$ cat src/rtl/mem_port_arbiter.sv
// Arbitrates one single-ported synchronous memory between instruction-fetch (IF) and data (DM) ports.
// Define ARB_STARVE_GUARD_EN to force an IF grant after STARVE_LIMIT back-to-back DM wins; default is strict DM priority.
module mem_port_arbiter #(
    parameter int ADDR_W       = 32,
    parameter int DATA_W       = 32,
    parameter int MEM_LATENCY  = 2,
    parameter int STARVE_LIMIT = 4
) (
    input  logic              clk,
    input  logic              rst,
    input  logic              if_req,
    input  logic [ADDR_W-1:0] if_addr,
    output logic              if_ack,
    output logic [DATA_W-1:0] if_rdata,
    input  logic              dm_req,
    input  logic              dm_we,
    input  logic [ADDR_W-1:0] dm_addr,
    input  logic [DATA_W-1:0] dm_wdata,
    output logic              dm_ack,
    output logic [DATA_W-1:0] dm_rdata,
    output logic              mem_en,
    output logic              mem_we,
    output logic [ADDR_W-1:0] mem_addr,
    output logic [DATA_W-1:0] mem_wdata,
    input  logic [DATA_W-1:0] mem_rdata,
    output logic              busy
);

    if (MEM_LATENCY < 1 || MEM_LATENCY > 15) begin : g_bad_latency
        $error("MEM_LATENCY must be in 1..15");
    end
    if (STARVE_LIMIT < 1 || STARVE_LIMIT > 15) begin : g_bad_starve
        $error("STARVE_LIMIT must be in 1..15");
    end

    typedef enum logic [1:0] {IDLE, ISSUE, WAIT, ACK} state_t;

    localparam logic [3:0] WAIT_INIT = 4'(MEM_LATENCY - 1);

    state_t     state;
    state_t     state_nx;
    logic [3:0] wait_cnt;
    logic       grant_dm;
    logic       pick_dm;
    logic       pick_if;

`ifdef ARB_STARVE_GUARD_EN
    localparam logic [3:0] STARVE_MAX = 4'(STARVE_LIMIT);
    logic [3:0] starve_cnt;

    // Counts DM wins that left a waiting IF behind; any other arbitration clears it.
    always_ff @(posedge clk or posedge rst) begin
        if (rst) begin
            starve_cnt <= '0;
        end else if (state == IDLE) begin
            if (pick_dm && if_req) begin
                starve_cnt <= starve_cnt + 4'd1;
            end else begin
                starve_cnt <= '0;
            end
        end
    end
`endif

    always_comb begin
        pick_dm = dm_req;
        pick_if = if_req && !dm_req;
`ifdef ARB_STARVE_GUARD_EN
        if (dm_req && if_req && starve_cnt == STARVE_MAX) begin
            pick_dm = 1'b0;
            pick_if = 1'b1;
        end
`endif
    end

    always_comb begin
        state_nx = state;
        case (state)
            IDLE:    if (pick_dm || pick_if) state_nx = ISSUE;
            ISSUE:   state_nx = WAIT;
            WAIT:    if (wait_cnt == 4'd0) state_nx = ACK;
            ACK:     state_nx = IDLE;
            default: state_nx = IDLE;
        endcase
    end

    assign mem_en = (state == ISSUE);
    assign busy   = (state != IDLE);
    assign if_ack = (state == ACK) && !grant_dm;
    assign dm_ack = (state == ACK) && grant_dm;

    // Memory-side fields are captured once at grant and held until the next grant.
    always_ff @(posedge clk or posedge rst) begin
        if (rst) begin
            state     <= IDLE;
            wait_cnt  <= '0;
            grant_dm  <= 1'b0;
            mem_we    <= 1'b0;
            mem_addr  <= '0;
            mem_wdata <= '0;
            if_rdata  <= '0;
            dm_rdata  <= '0;
        end else begin
            state <= state_nx;
            case (state)
                IDLE: begin
                    if (pick_dm) begin
                        grant_dm  <= 1'b1;
                        mem_addr  <= dm_addr;
                        mem_wdata <= dm_wdata;
                        mem_we    <= dm_we;
                    end else if (pick_if) begin
                        grant_dm  <= 1'b0;
                        mem_addr  <= if_addr;
                        mem_wdata <= '0;
                        mem_we    <= 1'b0;
                    end
                end
                ISSUE: wait_cnt <= WAIT_INIT;
                WAIT: begin
                    if (wait_cnt != 4'd0) begin
                        wait_cnt <= wait_cnt - 4'd1;
                    end else if (grant_dm) begin
                        dm_rdata <= mem_we ? '0 : mem_rdata;
                    end else begin
                        if_rdata <= mem_rdata;
                    end
                end
                default: ;
            endcase
        end
    end

endmodule

$ cat config.mk
export PLATFORM = sky130hd
export DESIGN_NAME = mem_port_arbiter
export DESIGN_NICKNAME = d
export VERILOG_FILES = /design/src/rtl/mem_port_arbiter.sv
export SDC_FILE = /design/constraint.sdc
export NUM_CORES = 1
export LEC_CHECK = 0
export CAP_MARGIN = 10
export CORE_MARGIN = 2
export CORE_UTILIZATION = 38
export DETAILED_ROUTE_END_ITERATION = 8
export GPL_TIMING_DRIVEN = 0
export MAX_ROUTING_LAYER = met4
export PLACE_DENSITY = 0.77
export SLEW_MARGIN = 20
export SYNTH_ARGS = -nofsm -noshare
export SYNTH_HDL_FRONTEND = slang
export SYNTH_SLANG_ARGS = --single-unit
$ cat constraint.sdc
create_clock -name clk -period 4.78 [get_ports clk]
set_input_delay 1.434 -clock clk [delete_from_list [all_inputs] [get_ports clk]]
set_output_delay 1.434 -clock clk [all_outputs]
set_load 0.02 [all_outputs]
==> results.cfg <==
[floorplanning]
die_area_mm2 = 0.0169
row_count = 46
start_util_pct = 38.4
io-pin-count = 266
chipHeight_um = 130
core_area_mm2 = 0.0157
die_w_um = 130

[critical_path]
r2r_start = state[0]
worstSetupEndpointType = primary output
cp_max_fo = 10
reg2regPathDepth = 6
critPathKind = reg2out
r2r_setup_slack_ns = 2.85
crit_end = busy
cp_data_arrival_time_ns = 2.41
crit_path_start_kind = flop
crit_required_ns = 3.35
reg2reg_to = if_rdata[13]
worstSetupStartpoint = state[0]

[synth]
synth_top_area_cell = dfrtp_1
synth_ff_type = dfrtp_1
synth_fp_nets = 643
synth-seq-cells = 136
synthesis.area_mm2 = 0.00602
synth-async-reset-ratio_pct = 100
ys.warnings.count = 0
synth-edff-count = 0
synthCells = 503
synth_area_leaders = dfrtp_1 57%, mux2_4 7.5%, mux2_2 6.5%, nand2_1 6.4%, mux2i_1 5.5%
synth_top_area_share_pct = 56.5
synth_seq_area_share_pct = 56.5
synth.avg_cell_area_um2 = 12.0
synth.distinct_cells = 31

[global_route]
grt_max_degree = 36
grt-ovfl-total = 0
grt_pass1_wl_mm = 26.1
track_usage_pct = 20.8
antenna_found_initial = 0
grt_pass1_vias = 5098

[cts]
cts_root_buffer = clkbuf_16
worstSkewPairLatency_ns = 0.42
cts_made_buffers = 17
cts_sinks = 136
path_clk_slew_ns = 0.06
cts_tree = built
cts_resized = 0
cts_hold_buf = 0
cts_setup_buffers = 0
clock_path_buffers = 2
h-tree-depth = 4

[drt]
totalWireLength_mm = 16.7
drt-pass1-iter-count = 5
wl_per_cell_um = 16.3
vias = 4808
drc_errors = 0
dr.first_iter.drc_count = 176
viasPerCell = 4.72
antenna_left = 0

[timing]
tightest_slew_ns = 0.566
setup_violations = 0
finalHoldViolCount = 0
setup-tns-final_ns = 0
period_needed_ns = 3.85
post-route-period-util_pct = 80.5
relSlewSlack_pct = 62.3
max_freq_mhz = 260
fin_skew_ns = 0.00776
report.final.slew_viol_count = 0
rsz0062_at_grt = false

[power]
ir_drop_uv = 325
p_leak_nw = 4.38
p_per_area_mw_per_mm2 = 676
power_w = 0.00647

[placement]
port_buffers = 264
gp_congestion = 0.840
hpwl_mm = 12.9

[final_layout]
drive_gt1_share_pct = 18.3
antennaDiodeCount = 0
areaGrowthSynthToFinish_pct = 59.2
final_nets = 930

[run]
drv_cap = 0

[status]
status = finished, final reports clean

[worst_hold_path]
hold_path_class = reg2reg
==> flip-flops by register name, summed over array words and instances (netlist names) <==
| signal | flops |
|---|---|
| if_rdata | 32 |
| mem_we | 1 |
| grant_dm | 1 |
| dm_rdata | 32 |
| state | 2 |
| wait_cnt | 4 |
| mem_wdata | 32 |
| mem_addr | 32 |
==> critical path: stages, from the launching register on <==
cell and delay (ns):
dfrtp_1 0.42, inv_1 0.13, ha_1 0.15, buf_2 0.27
clkbuf_1 0.41, inv_1 0.07, clkdlybuf4s50_1 0.55
==> routing by layer <==
layer  vias to the layer above  part of all wire, %  track usage (%)  wire length, µm
met4                         0                  2.2             7.40              359
met1                      2310                   42             24.0             6920
met5                         -                    0                -                0
met2                       203                   49             34.2             8090
met3                        27                  7.7             6.77             1290
li1                       2268                    -                -                -
==> cell usage after synthesis, types with 2 or more instances <==
cell        n
mux2_2     35
and2b_2    27
a21oi_1     2
inv_1       8
buf_1       2
buf_2       8
nor3_1      2
clkbuf_1   14
nand2_1   102
nand3_1    34
dfrtp_1   136
and2b_1     3
o21ai_0    36
ha_1        7
nor2b_1     5
buf_6       6
mux2i_1    33
mux2_4     30
==> worst min-delay path by stage <==
stage	from	to	slack, ns	depth (start not counted)
final	mem_wdata[21]	mem_wdata[21]	0.46	2
after global routing	mem_wdata[6]	mem_wdata[6]	0.50	2
after CTS	mem_wdata[21]	mem_wdata[21]	0.47	2
after detailed placement	mem_wdata[21]	mem_wdata[21]	0.45	2
after global placement	mem_wdata[31]	mem_wdata[31]	0.45	2
after floorplan	wait_cnt[1]	wait_cnt[1]	0.47	1
==> cell type report <==
cell class	instances	area [µm²]
inverters	8	33.8
multi-input cells	328	2410
flip-flops and latches	136	3400
well taps	216	270
clock inverters	13	121
repair buffers	268	2720
plain buffers	31	175
clock buffers	19	443
fillers	1250	6080
==> cell usage in the layout, fill, tap and decap left out, types with 8 or more instances in the layout <==
cell,netlist,routed
buf_2,8,8
mux2_4,30,30
clkbuf_1,14,15
dfrtp_1,136,136
clkbuf_16,0,17
o21ai_0,36,36
clkdlybuf4s50_1,0,264
and2b_2,27,27
mux2_2,35,35
nand2_1,102,102
mux2i_1,33,33
nand3_1,34,34
==> stage by stage <==
step	instance area, µm²	hold slack [ns]	worst slack [ns]	cells	util (%)
2_1_floorplan	6020	0.473	1.65	503	-
3_3_place_gp	8930	0.451	0.482	983	57.1
3_5_place_dp	9010	0.454	1.37	987	57.6
4_1_cts	9580	0.467	0.907	1019	61.2
5_1_grt	9580	0.501	0.765	1019	61.2
6_report	9580	0.464	0.933	1019	61.2
==> cell families (layout without fill, tap and decap cells) <==
kind of cell | after synthesis | count (layout) | share of synthesized area [%]
adders and majority gates | 7 | 7 | 1.46
buffers and inverters | 39 | 339 | 3.41
and+or+nand+nor | 181 | 181 | 15.4
DFF | 136 | 136 | 56.5
muxes | 98 | 98 | 19.5
AOI/OAI and AO/OA | 42 | 42 | 3.70
==> where the power goes <==
part | switching (W) | total, W | internal, W
Sequential | 0.000339 | 0.00204 | 0.00170
Clock | 0.000511 | 0.00124 | 0.000733
Combinational | 0.00156 | 0.00318 | 0.00162
Total | 0.00241 | 0.00647 | 0.00406
Power figures use the tool's default switching activity.
